==> config.mk <==
export PLATFORM = sky130hd
export DESIGN_NAME = reg_shift_seq
export DESIGN_NICKNAME = d
export VERILOG_FILES = /design/src/rtl/reg_shift_seq.sv
export SDC_FILE = /design/constraint.sdc
export NUM_CORES = 1
export LEC_CHECK = 0
export CORE_ASPECT_RATIO = 1.1
export CORE_MARGIN = 1
export CORE_UTILIZATION = 35
export CTS_BUF_LIST = sky130_fd_sc_hd__clkbuf_8
export DETAILED_ROUTE_END_ITERATION = 6
export PLACE_DENSITY = 0.67
export RECOVER_POWER = 50
export SLEW_MARGIN = 5
export SYNTH_ARGS = -nofsm -noshare
export SYNTH_HDL_FRONTEND = slang
export SYNTH_SLANG_ARGS = --single-unit
==> constraint.sdc <==
create_clock -name CLOCK -period 4.84 [get_ports CLOCK]
set_input_delay 0.968 -clock CLOCK [delete_from_list [all_inputs] [get_ports CLOCK]]
set_output_delay 0.968 -clock CLOCK [all_outputs]
set_load 0.03 [all_outputs]
==> src/rtl/reg_shift_seq.sv <==
// reg_shift_seq: sequencer for an external universal shift register.
// Accepts one word at a time. It issues a parallel load, then NBITS shift
// strobes spaced DIV clocks apart, then pulses DONE for one cycle.
//
// Ports:
//   CLOCK, RESET  clock and synchronous active-high reset
//   IN_DATA       word to load into the downstream register
//   IN_VALID      IN_DATA/DIR/NBITS are valid
//   IN_READY      block can accept a word this cycle (IDLE only)
//   DIR           0 = shift MSB<LSB (CTRL 01), 1 = shift MSB>LSB (CTRL 11)
//   NBITS         shifts after the load; 0 or above WIDTH means WIDTH
//   SER_IN        asynchronous serial line, synchronised onto S_OUT
//   CTRL          00 hold, 01 shift MSB<LSB, 10 load, 11 shift MSB>LSB
//   D_OUT         parallel-load word (last accepted word)
//   S_OUT         synchronised serial-in bit for the register
//   REG_EN        clock enable for the register
//   BUSY          high in every state except IDLE
//   DONE          one-cycle pulse in the FIN state
//   DBG_STATE_O   current FSM state (0 IDLE, 1 LOAD, 2 SHIFT, 3 FIN)
//
// Handshake: a word transfers on a rising edge where IN_VALID=1 and
// IN_READY=1 and RESET=0. IN_READY does not depend on IN_VALID, and
// IN_VALID is ignored while IN_READY is low.
module reg_shift_seq #(
  parameter int WIDTH = 8,
  parameter int DIV   = 4
) (
  input  logic             CLOCK,
  input  logic             RESET,
  input  logic [WIDTH-1:0] IN_DATA,
  input  logic             IN_VALID,
  output logic             IN_READY,
  input  logic             DIR,
  input  logic [3:0]       NBITS,
  input  logic             SER_IN,
  output logic [1:0]       CTRL,
  output logic [WIDTH-1:0] D_OUT,
  output logic             S_OUT,
  output logic             REG_EN,
  output logic             BUSY,
  output logic             DONE,
  output logic [1:0]       DBG_STATE_O
);

  localparam int CW = $clog2(WIDTH + 1);
  localparam logic [7:0] PRESC_MAX = 8'(DIV - 1);

  typedef enum logic [1:0] {
    S_IDLE  = 2'd0,
    S_LOAD  = 2'd1,
    S_SHIFT = 2'd2,
    S_FIN   = 2'd3
  } state_t;

  state_t           state_q, state_d;
  logic [WIDTH-1:0] data_q, data_d;
  logic             dir_q, dir_d;
  logic [CW-1:0]    nbits_q, nbits_d;
  logic [CW-1:0]    cnt_q, cnt_d;
  logic [7:0]       presc_q, presc_d;
  logic             sync1_q, sync2_q;
  logic             strobe;

  // A strobe is the last cycle of each DIV-long prescaler period; with
  // DIV=1 PRESC_MAX is 0, so every SHIFT cycle is a strobe.
  assign strobe = (state_q == S_SHIFT) && (presc_q == PRESC_MAX);

  always_ff @(posedge CLOCK) begin
    if (RESET) begin
      state_q <= S_IDLE;
      data_q  <= '0;
      dir_q   <= 1'b0;
      nbits_q <= '0;
      cnt_q   <= '0;
      presc_q <= '0;
      sync1_q <= 1'b0;
      sync2_q <= 1'b0;
    end else begin
      state_q <= state_d;
      data_q  <= data_d;
      dir_q   <= dir_d;
      nbits_q <= nbits_d;
      cnt_q   <= cnt_d;
      presc_q <= presc_d;
      sync1_q <= SER_IN;
      sync2_q <= sync1_q;
    end
  end

  always_comb begin
    state_d = state_q;
    data_d  = data_q;
    dir_d   = dir_q;
    nbits_d = nbits_q;
    cnt_d   = cnt_q;
    presc_d = presc_q;
    case (state_q)
      S_IDLE: begin
        if (IN_VALID) begin
          data_d = IN_DATA;
          dir_d  = DIR;
          // Out-of-range counts collapse to a full-word shift.
          if ((NBITS == 4'd0) || (int'(NBITS) > WIDTH)) begin
            nbits_d = CW'(WIDTH);
          end else begin
            nbits_d = CW'(NBITS);
          end
          state_d = S_LOAD;
        end
      end
      S_LOAD: begin
        cnt_d   = '0;
        presc_d = '0;
        state_d = S_SHIFT;
      end
      S_SHIFT: begin
        if (strobe) begin
          presc_d = '0;
          cnt_d   = cnt_q + CW'(1);
          if ((cnt_q + CW'(1)) == nbits_q) begin
            state_d = S_FIN;
          end
        end else begin
          presc_d = presc_q + 8'd1;
        end
      end
      S_FIN: begin
        state_d = S_IDLE;
      end
      default: begin
        state_d = S_IDLE;
      end
    endcase
  end

  // Outputs are decoded from registered state only.
  always_comb begin
    CTRL   = 2'b00;
    REG_EN = 1'b0;
    if (state_q == S_LOAD) begin
      CTRL   = 2'b10;
      REG_EN = 1'b1;
    end else if (strobe) begin
      CTRL   = dir_q ? 2'b11 : 2'b01;
      REG_EN = 1'b1;
    end
  end

  assign IN_READY    = (state_q == S_IDLE);
  assign BUSY        = (state_q != S_IDLE);
  assign DONE        = (state_q == S_FIN);
  assign D_OUT       = data_q;
  assign S_OUT       = sync2_q;
  assign DBG_STATE_O = state_q;

endmodule

# ---- After elaboration in Yosys (flattened, before gate mapping)
# Cells that the tools add are included.
dict set report word_totals {
  elab_cells 42
  out_inout_bits 17
  rom_bits 0
  latchBits 0
  mem_count 0
  mem_bits_rw 0
  input_bits 17
  register_bits 29
}
dict set report classes {
  magnitude_cmp 1
  n_mul 0
  shift 0
  n_eq_ne 8
  div_mod_pow 0
  mux 14
  reduce_logical 9
  n_bitwise 0
  n_addsub 2
}
# cell count
set ops {}
lappend ops {{$pmux 8 s2} 1}
lappend ops {{$mux 2} 6}
lappend ops {{$add 8x1->8 const B} 1}
lappend ops {{$eq 8x2->1 const B} 1}
lappend ops {{$mux 4} 2}
lappend ops {{$mux 8} 1}
lappend ops {{$pmux 2 s4} 1}
lappend ops {{$pmux 4 s2} 1}
lappend ops {{$add 4x1->4 const B} 1}
lappend ops {{$eq 2x2->1 const B} 2}
lappend ops {{$eq 4x4->1} 1}
lappend ops {{$gt 4x4->1 const B} 1}
lappend ops {{$logic_not 4->1} 1}
lappend ops {{$ne 2x2->1 const B} 2}
lappend ops {{$reduce_and 2->1} 2}
lappend ops {{$reduce_bool 2->1} 2}
lappend ops {{$reduce_and 3->1} 1}
lappend ops {{$eq 2x1->1 const B} 1}
lappend ops {{$logic_not 2->1} 1}
lappend ops {{$mux 1} 2}
lappend ops {{$ne 2x1->1 const B} 1}
lappend ops {{$logic_and 1x1->1} 1}
lappend ops {{$logic_or 1x1->1} 1}

# ---- Depth between registers and ports, before layout
# Gate-level depths: netlist (run 1).
dict set report depth {
  depth_word 5
  depth_mapped 8
  ltp_nobuf 7
}

# ---- Worst setup path after synthesis (run 1)
# Ideal clock, no wire load.
dict set report synth_path {
  path_kind {register to output}
  start {register presc_q[0]}
  end {output port CTRL[0]}
  n_path_buf 0
  stages_incl_launch_ff 6
  slack_ps 2072
  arrival_ps 1800
  t_required_ps 3872
  cell_sequence {dfxtp_1 ha_1 or4b_4 nor4_4 nand2_1 nor2_1}
}
dict set report synth_between {
  elab_chain_cells 4
}
# element line
set synth_rtl {}
lappend synth_rtl {{from (decl)} 60} ;# logic [7:0] presc_q, presc_d;
lappend synth_rtl {{from (signal assigned)} 84} ;# presc_q <= presc_d;
lappend synth_rtl {{$eq 8x2->1} 66} ;# assign strobe = (state_q == S_SHIFT) && (presc_q == PRESC_MAX);
lappend synth_rtl {{$logic_and 1x1->1} 66}
lappend synth_rtl {{$mux 2} 143} ;# end else if (strobe) begin
lappend synth_rtl {{$mux 2} 140} ;# if (state_q == S_LOAD) begin
lappend synth_rtl {{to (decl)} 36} ;# output logic [1:0] CTRL,
# No other way between the ends.

# ---- Worst setup path after layout (run 1)
# Ends and elaborated chain as after synthesis.

==> run summary, run 1 <==
top cell type by total area after synthesis: dfxtp_1
RR Endpoint: DBG_STATE_O[0]
Yosys Warn Count: 0
CP max-delay cell: clkdlybuf4s50_1
I/O Pins: 34
layout cells sized above 1: 0.04918
Util after Layout: 0.5102
leakage power: 0.6933 nW
Hold Crit Depth: 1
asr flop ratio synth: 0
via count: 1117
critical path startpoint category: register
layout filler cell count: 329
GPL Wtd Cong: 0.7500
pre-CTS WS: 1.572 ns
setup bufs post-CTS: 0
TNS Setup: 0 ns
Clk network pwr share: 0.218
nets: 206
Setup crit end kind: output pin
Die Y: 65.95 µm
Residual DRC: 0
drt first pass iters: 4
Max Cap Viol: 0
reg2reg start: presc_q[0]
Mapped Avg Cell Area: 8.792 µm²
Final Hold Violating Endpoints: 0
post-DP HPWL: 2008 µm
initial antenna violation count: 0
Via density: 4.835
Final Instance Area: 1755 µm²
Yosys cell types: 28
critical path, cell by cell: ha_1 -> or4b_1 -> nor4_4 -> nand2_1 -> nor2_1 -> clkdlybuf4s50_1
status: finished clean
post-CTS sizing: 0
Layout Skew: 0.005246 ns
antenna cells: 0
max incr delay on CP: 0.68 ns
Setup CP Type: register to output pin
Seq/Total Area, Yosys: 0.4462
drt initial violations: 52
Root Driver: clkbuf_8
pin count of the biggest net entering global routing: 24
largest cells by area after synthesis: dfxtp_1 (45%), nand2_1 (6.6%), a21oi_1 (5.8%)
internal power component: 534.6 µW
Switch Pwr: 336.6 µW
type of the tightest min-delay check: register to register
total nets after synthesis: 171
total CTS buffers: 5
cells after synthesis: 148
Synth Register Bits: 29
sequential share of power: 0.339
Crit path required time: 3.87 ns
PortBufs: 33
core footprint: 3441 µm²
top cell type's share of synthesized area: 0.4462
grt total ovfl: 0
starting density of the core: 0.3782
die area: 3966 µm²
Rel. slew slack: 0.4621
Max VDD drop: 0.0001754 V
CTS Hold Bufs: 0
num rows: 22
final wirelength: 2627 µm
CTS Buffer Depth: 2
r2r setup slk: 2.59 ns
Hold EP: S_OUT
post-DR wirelength/cell: 11.37 µm
Final WS setup: 1.250 ns
CP max FO: 7
TritonCTS clock tree: done
count of final setup violators: 0
crit path time final: 3.590 ns
Die X: 60.14 µm
fmax: 278.5 MHz
hold_sp: sync1_q
Sink Count: 29
Post-Syn Area: 1301 µm²
vias in the first global route: 1100
period utilization: 0.7418
Power Density: 496.3 nW/µm²
Area growth syn-to-layout: 34.90%
combinational cell fraction of total power: 0.443
fin. max-slew vios: 0
H-tree levels: 2
worst skew pair latency: 0.27 ns
post-route ant nets: 0
Critical Path AT: 2.62 ns
RSZ-0062 raised after global routing: no
DP Area: 1673 µm²
Post-synth EDFFs: 0
Worst Tran Pin Value: 0.8041 ns
CTS clk-pin slew, worst paths: 0.06 ns
All-Layer GR Usage: 0.1509
Sw Ratio: 0.3864
Worst R2R Path Depth: 6
Top FF cell, synth: dfxtp_1
first-pass GRT wire length: 4485 µm
-- placed cells by master, fill, tap and decap left out, drive strengths merged --
cell / Yosys / routed
dfxtp: 29 / 29
a22oi: 1 / 1
xor2: 8 / 8
and4: 1 / 1
a221o: 1 / 1
nor3b: 3 / 3
nor2: 17 / 17
a41oi: 2 / 2
a221oi: 1 / 1
dlygate4sd3: 0 / 6
clkdlybuf4s50: 0 / 27
ha: 6 / 6
xnor2: 5 / 5
nand3: 2 / 2
o21ai: 3 / 3
and3: 2 / 2
nand3b: 1 / 1
a31o: 1 / 1
nand4: 2 / 2
inv: 6 / 7
nor4: 1 / 1
or4b: 1 / 1
nand2b: 4 / 4
nand2: 23 / 23
nor2b: 2 / 2
a21oi: 15 / 15
clkbuf: 4 / 6
nor3: 3 / 3
mux2i: 3 / 3
-- Yosys cell counts (4+ instances only) --
cell type / instances
a21oi_1: 15
ha_1: 6
inv_1: 6
clkbuf_1: 4
xnor2_1: 5
nand2_1: 23
nor2_1: 17
nand2b_1: 4
dfxtp_1: 29
xor2_1: 8
-- critical path, delay by kind of cell, from the launching register on --
| kind | cells | cell delay (ns) |
|---|---|---|
| adder cells (fa/ha/maj) | 1 | 0.23 |
| buffers and inverters | 1 | 0.68 |
| flip-flops | 1 | 0.40 |
| AND/OR/NAND/NOR | 4 | 1.05 |
-- sequential cells by signal, indices dropped and copies added, names as in the netlist --
signal       cells
D_OUT            8
DBG_STATE_O      2
dir_q            1
presc_q          8
S_OUT            1
nbits_q          4
sync1_q          1
cnt_q            4
-- stage by stage --
step	hold slack, ns	power [mW]	std cells
floorplan	0.4138	0.5592	148
finish	0.4442	0.8712	231
global route	0.4730	0.9298	231
global placement	0.4237	0.6817	224
detailed placement	0.4358	0.6921	224
CTS	0.4553	0.8839	231
-- power by group through the flow --
stage               Combinational, mW  Sequential (mW)  Clock, mW
floorplan                       0.223            0.336          0
global placement                0.383            0.298          0
detailed placement              0.392            0.301          0
CTS                             0.392            0.296      0.196
global route                    0.424            0.300      0.205
finish                          0.386            0.295      0.190
-- area by class of cell --
class | count | area [µm²] | area share
Timing Repair Buffer | 33 | 330.3 | 0.1882
Clock inverter | 1 | 3.754 | 0.002138
Multi-Input combinational cell | 108 | 675.6 | 0.3849
Tap cell | 48 | 60.06 | 0.03421
Sequential cell | 29 | 580.6 | 0.3307
Clock buffer | 6 | 82.58 | 0.04704
Inverter | 6 | 22.52 | 0.01283
-- per-layer routing --
| metal | GRT usage | wire length, µm | vias to the layer above |
|---|---|---|---|
| met5 | 0 | 0 | - |
| met4 | 0.06395 | 48 | 0 |
| met3 | 0.05675 | 153 | 7 |
| met2 | 0.2596 | 1265 | 37 |
| met1 | 0.1610 | 1160 | 508 |
| li1 | - | - | 565 |
-- cell families after synthesis --
family / Yosys count / synth area share
and+or+nand+nor: 62 / 0.2394
DFF: 29 / 0.4462
AOI/OAI and AO/OA: 24 / 0.1144
xor gates and xnor gates: 13 / 0.08750
buffers and inverters: 11 / 0.03172
adders and majority gates: 6 / 0.05769
muxes: 3 / 0.02308
-- worst max-delay path by stage --
stage	from	endpoint	depth (start not counted)
floorplan	presc_q[0]	CTRL[0]	5
global placement	presc_q[0]	CTRL[0]	6
detailed placement	presc_q[0]	CTRL[0]	6
CTS	presc_q[0]	CTRL[0]	6
global route	presc_q[0]	CTRL[0]	6
finish	presc_q[0]	CTRL[0]	6
Note: power is estimated with default switching activity, not from simulation.
==> run 2: changes to the inputs <==
--- a/config.mk
+++ b/config.mk
@@ -10,7 +10,7 @@
 export CORE_UTILIZATION = 35
 export CTS_BUF_LIST = sky130_fd_sc_hd__clkbuf_8
 export DETAILED_ROUTE_END_ITERATION = 6
-export PLACE_DENSITY = 0.67
+export PLACE_DENSITY = 0.69
 export RECOVER_POWER = 50
 export SLEW_MARGIN = 5
 export SYNTH_ARGS = -nofsm -noshare
==> constraint.sdc (replaced) <==
create_clock -name CLOCK -period 2.9 [get_ports CLOCK]
set_input_delay 0.58 -clock CLOCK [delete_from_list [all_inputs] [get_ports CLOCK]]
set_output_delay 0.58 -clock CLOCK [all_outputs]
set_load 0.03 [all_outputs]
==> run 2 against run 1 <==
  * Flip-flop and latch count did not move
  * Critical path depth did not move
  * Critical endpoint unchanged
  * First-iteration DRC count rose by 9.6%
  * Highest routed layer unchanged
==> run summary, run 2 (synthesis results as in run 1) <==
status: finished clean
CTS Buffer Depth: 2 (unchanged)
die area: 3966 µm² (unchanged)
All-Layer GR Usage: 0.1570 (+0.006155)
layout cells sized above 1: 0.06486 (+0.01568)
Max VDD drop: 0.0002780 V (+59%)
Tot Pwr: 1.446 mW (+66%)
CTS Hold Bufs: 0 (unchanged)
Setup CP Type: register to output pin
count of final setup violators: 0 (unchanged)
critical path startpoint category: register
commonest cells after routing, fill and taps aside: dfxtp_1 (29), nand2_1 (23), clkdlybuf4s50_1 (20)
antenna cells: 0 (unchanged)
Worst Path Buf+Inv: 1 (unchanged)
combinational cell fraction of total power: 0.440 (-0.003)
Die X: 60.14 µm (unchanged)
type of the tightest min-delay check: register to register
sequential share of power: 0.339 (about the same)
final wirelength: 2782 µm (+5.9%)
Rel. slew slack: 0.5999 (+0.1378)
Sw Ratio: 0.3909 (+0.004589)
setup bufs post-CTS: 0 (unchanged)
Worst Tran Pin Value: 0.5979 ns (-0.2063 ns)
CP max FO: 4 (-3)
Hold Crit Depth: 1 (unchanged)
pin count of the biggest net entering global routing: 17 (-29%)
drt first pass iters: 4 (unchanged)
crit path time final: 2.722 ns
grt total ovfl: 0 (unchanged)
Sink Count: 29 (unchanged)
Die Y: 65.95 µm (unchanged)
Final Hold Violating Endpoints: 0 (unchanged)
starting density of the core: 0.3782 (unchanged)
drt initial violations: 57 (+9.6%)
RSZ-0062 raised after global routing: no
fmax: 367.4 MHz
post-DP HPWL: 2080 µm (+3.6%)
post-DR wirelength/cell: 11.94 µm (+5.0%)
multi-input logic area: 679.4 µm² (+0.56%)
Reg area: 580.6 µm² (unchanged)
leakage power: 0.7294 nW (+5.2%)
Max Cap Viol: 0 (unchanged)
Final WS setup: 0.1785 ns (-1.071 ns)
critical path, cell by cell: ha_1 -> or4b_4 -> nor4_4 -> nand2_1 -> nor2_1 -> dlygate4sd2_1
initial antenna violation count: 0 (unchanged)
Residual DRC: 0 (unchanged)
total CTS buffers: 5 (unchanged)
Crit path required time: 2.32 ns (-1.55 ns)
TritonCTS clock tree: done
RR Endpoint: DBG_STATE_O[0]
Via density: 4.837 (about the same)
Hold EP: S_OUT
CP top delay family: simple AND/OR/NAND/NOR gates
r2r setup slk: 0.72 ns (-1.87 ns)
post-CTS sizing: 3 (+3)
Root Driver: clkbuf_8
CTS clk-pin slew, worst paths: 0.06 ns (about the same)
via count: 1127 (+0.90%)
period utilization: 0.9384
Switch Pwr: 565.5 µW (+68%)
worst skew pair latency: 0.28 ns (about the same)
max incr delay on CP: 0.49 ns (-0.19 ns)
GPL Wtd Cong: 0.7603 (+1.4%)
layout filler cell count: 326 (-0.91%)
CP max-delay cell: or4b_4
Setup crit end kind: output pin
reg2reg start: presc_q[0]
H-tree levels: 2 (unchanged)
most common cell after layout, fill and taps aside: dfxtp_1
Clk network pwr share: 0.222 (+0.004)
I/O Pins: 34 (unchanged)
Worst R2R Path Depth: 7 (+1)
vias in the first global route: 1156 (+5.1%)
TNS Setup: 0 ns (unchanged)
num rows: 22 (unchanged)
post-route ant nets: 0 (unchanged)
pre-CTS WS: 0.1915 ns (-1.380 ns)
Critical Path AT: 2.14 ns (-0.48 ns)
core footprint: 3441 µm² (unchanged)
Area growth syn-to-layout: 36.06%
fin. max-slew vios: 0 (unchanged)
Power Density: 817.0 nW/µm² (+65%)
first-pass GRT wire length: 4609 µm (+2.8%)
PortBufs: 33 (unchanged)
internal power component: 880.9 µW (+65%)
Layout Skew: 0.004442 ns (-0.0008044 ns)
hold_sp: sync1_q
nets: 208 (+0.97%)
[run 2: power groups by stage]
| stage | clock network, mW | logic, mW | registers (mW) |
|---|---|---|---|
| after floorplan | 0 | 0.372 | 0.562 |
| after detailed placement | 0 | 0.650 | 0.500 |
| after global routing | 0.350 | 0.703 | 0.496 |
| final | 0.321 | 0.636 | 0.490 |
| after global placement | 0 | 0.643 | 0.497 |
| after CTS | 0.333 | 0.648 | 0.492 |
[run 2: layout make-up]
type                            instances  share of cell area
Clock buffer                            6             0.04664
Clock inverter                          1            0.002120
Inverter                                6             0.01272
Multi-Input combinational cell        108              0.3837
Sequential cell                        29              0.3279
Tap cell                               48             0.03392
Timing Repair Buffer                   35              0.1929
[run 2: per-stage QoR]
step                cell area, µm²  instances  hold slack, ns  utilization
detailed placement            1688        226          0.4359       0.4905
global route                  1770        233          0.4634       0.5145
global placement              1688        226          0.4252       0.4905
floorplan                     1301        148          0.4138            -
CTS                           1770        233          0.4502       0.5145
finish                        1770        233          0.4418       0.5145
[run 2: routing by layer]
metal,wire [µm],track usage,vias to the layer above
li1,-,-,570
met1,1172,0.1576,512
met2,1345,0.2624,35
met3,176,0.06067,10
met4,87,0.1047,0
met5,0,0,-
[run 2: worst max path at each step]
stage / startpoint / end / slack, ns / cells after the start
after global routing: presc_q[0] / CTRL[0] / 0.04 / 6
final: presc_q[0] / CTRL[0] / 0.18 / 6
after floorplan: presc_q[0] / CTRL[0] / 0.52 / 5
after global placement: presc_q[0] / CTRL[0] / 0.22 / 6
after CTS: presc_q[0] / CTRL[0] / 0.16 / 6
after detailed placement: presc_q[0] / CTRL[0] / 0.19 / 6
[run 2: worst reg2reg max path, stage by stage (launching register included)]
cell      delay [ns]
dfxtp_1         0.38
ha_1            0.23
or4b_4          0.49
nor4_4          0.18
buf_4           0.18
a41oi_1         0.10
a221o_1         0.32
a221oi_2        0.21
==> run 3: changes to the inputs <==
--- a/config.mk
+++ b/config.mk
@@ -5,6 +5,7 @@
 export SDC_FILE = /design/constraint.sdc
 export NUM_CORES = 1
 export LEC_CHECK = 0
+export CAP_MARGIN = 20
 export CORE_ASPECT_RATIO = 1.1
 export CORE_MARGIN = 1
 export CORE_UTILIZATION = 35
==> results of run 3 <==
Same layout as run 2: the final DEF is identical, and so are final timing and power.
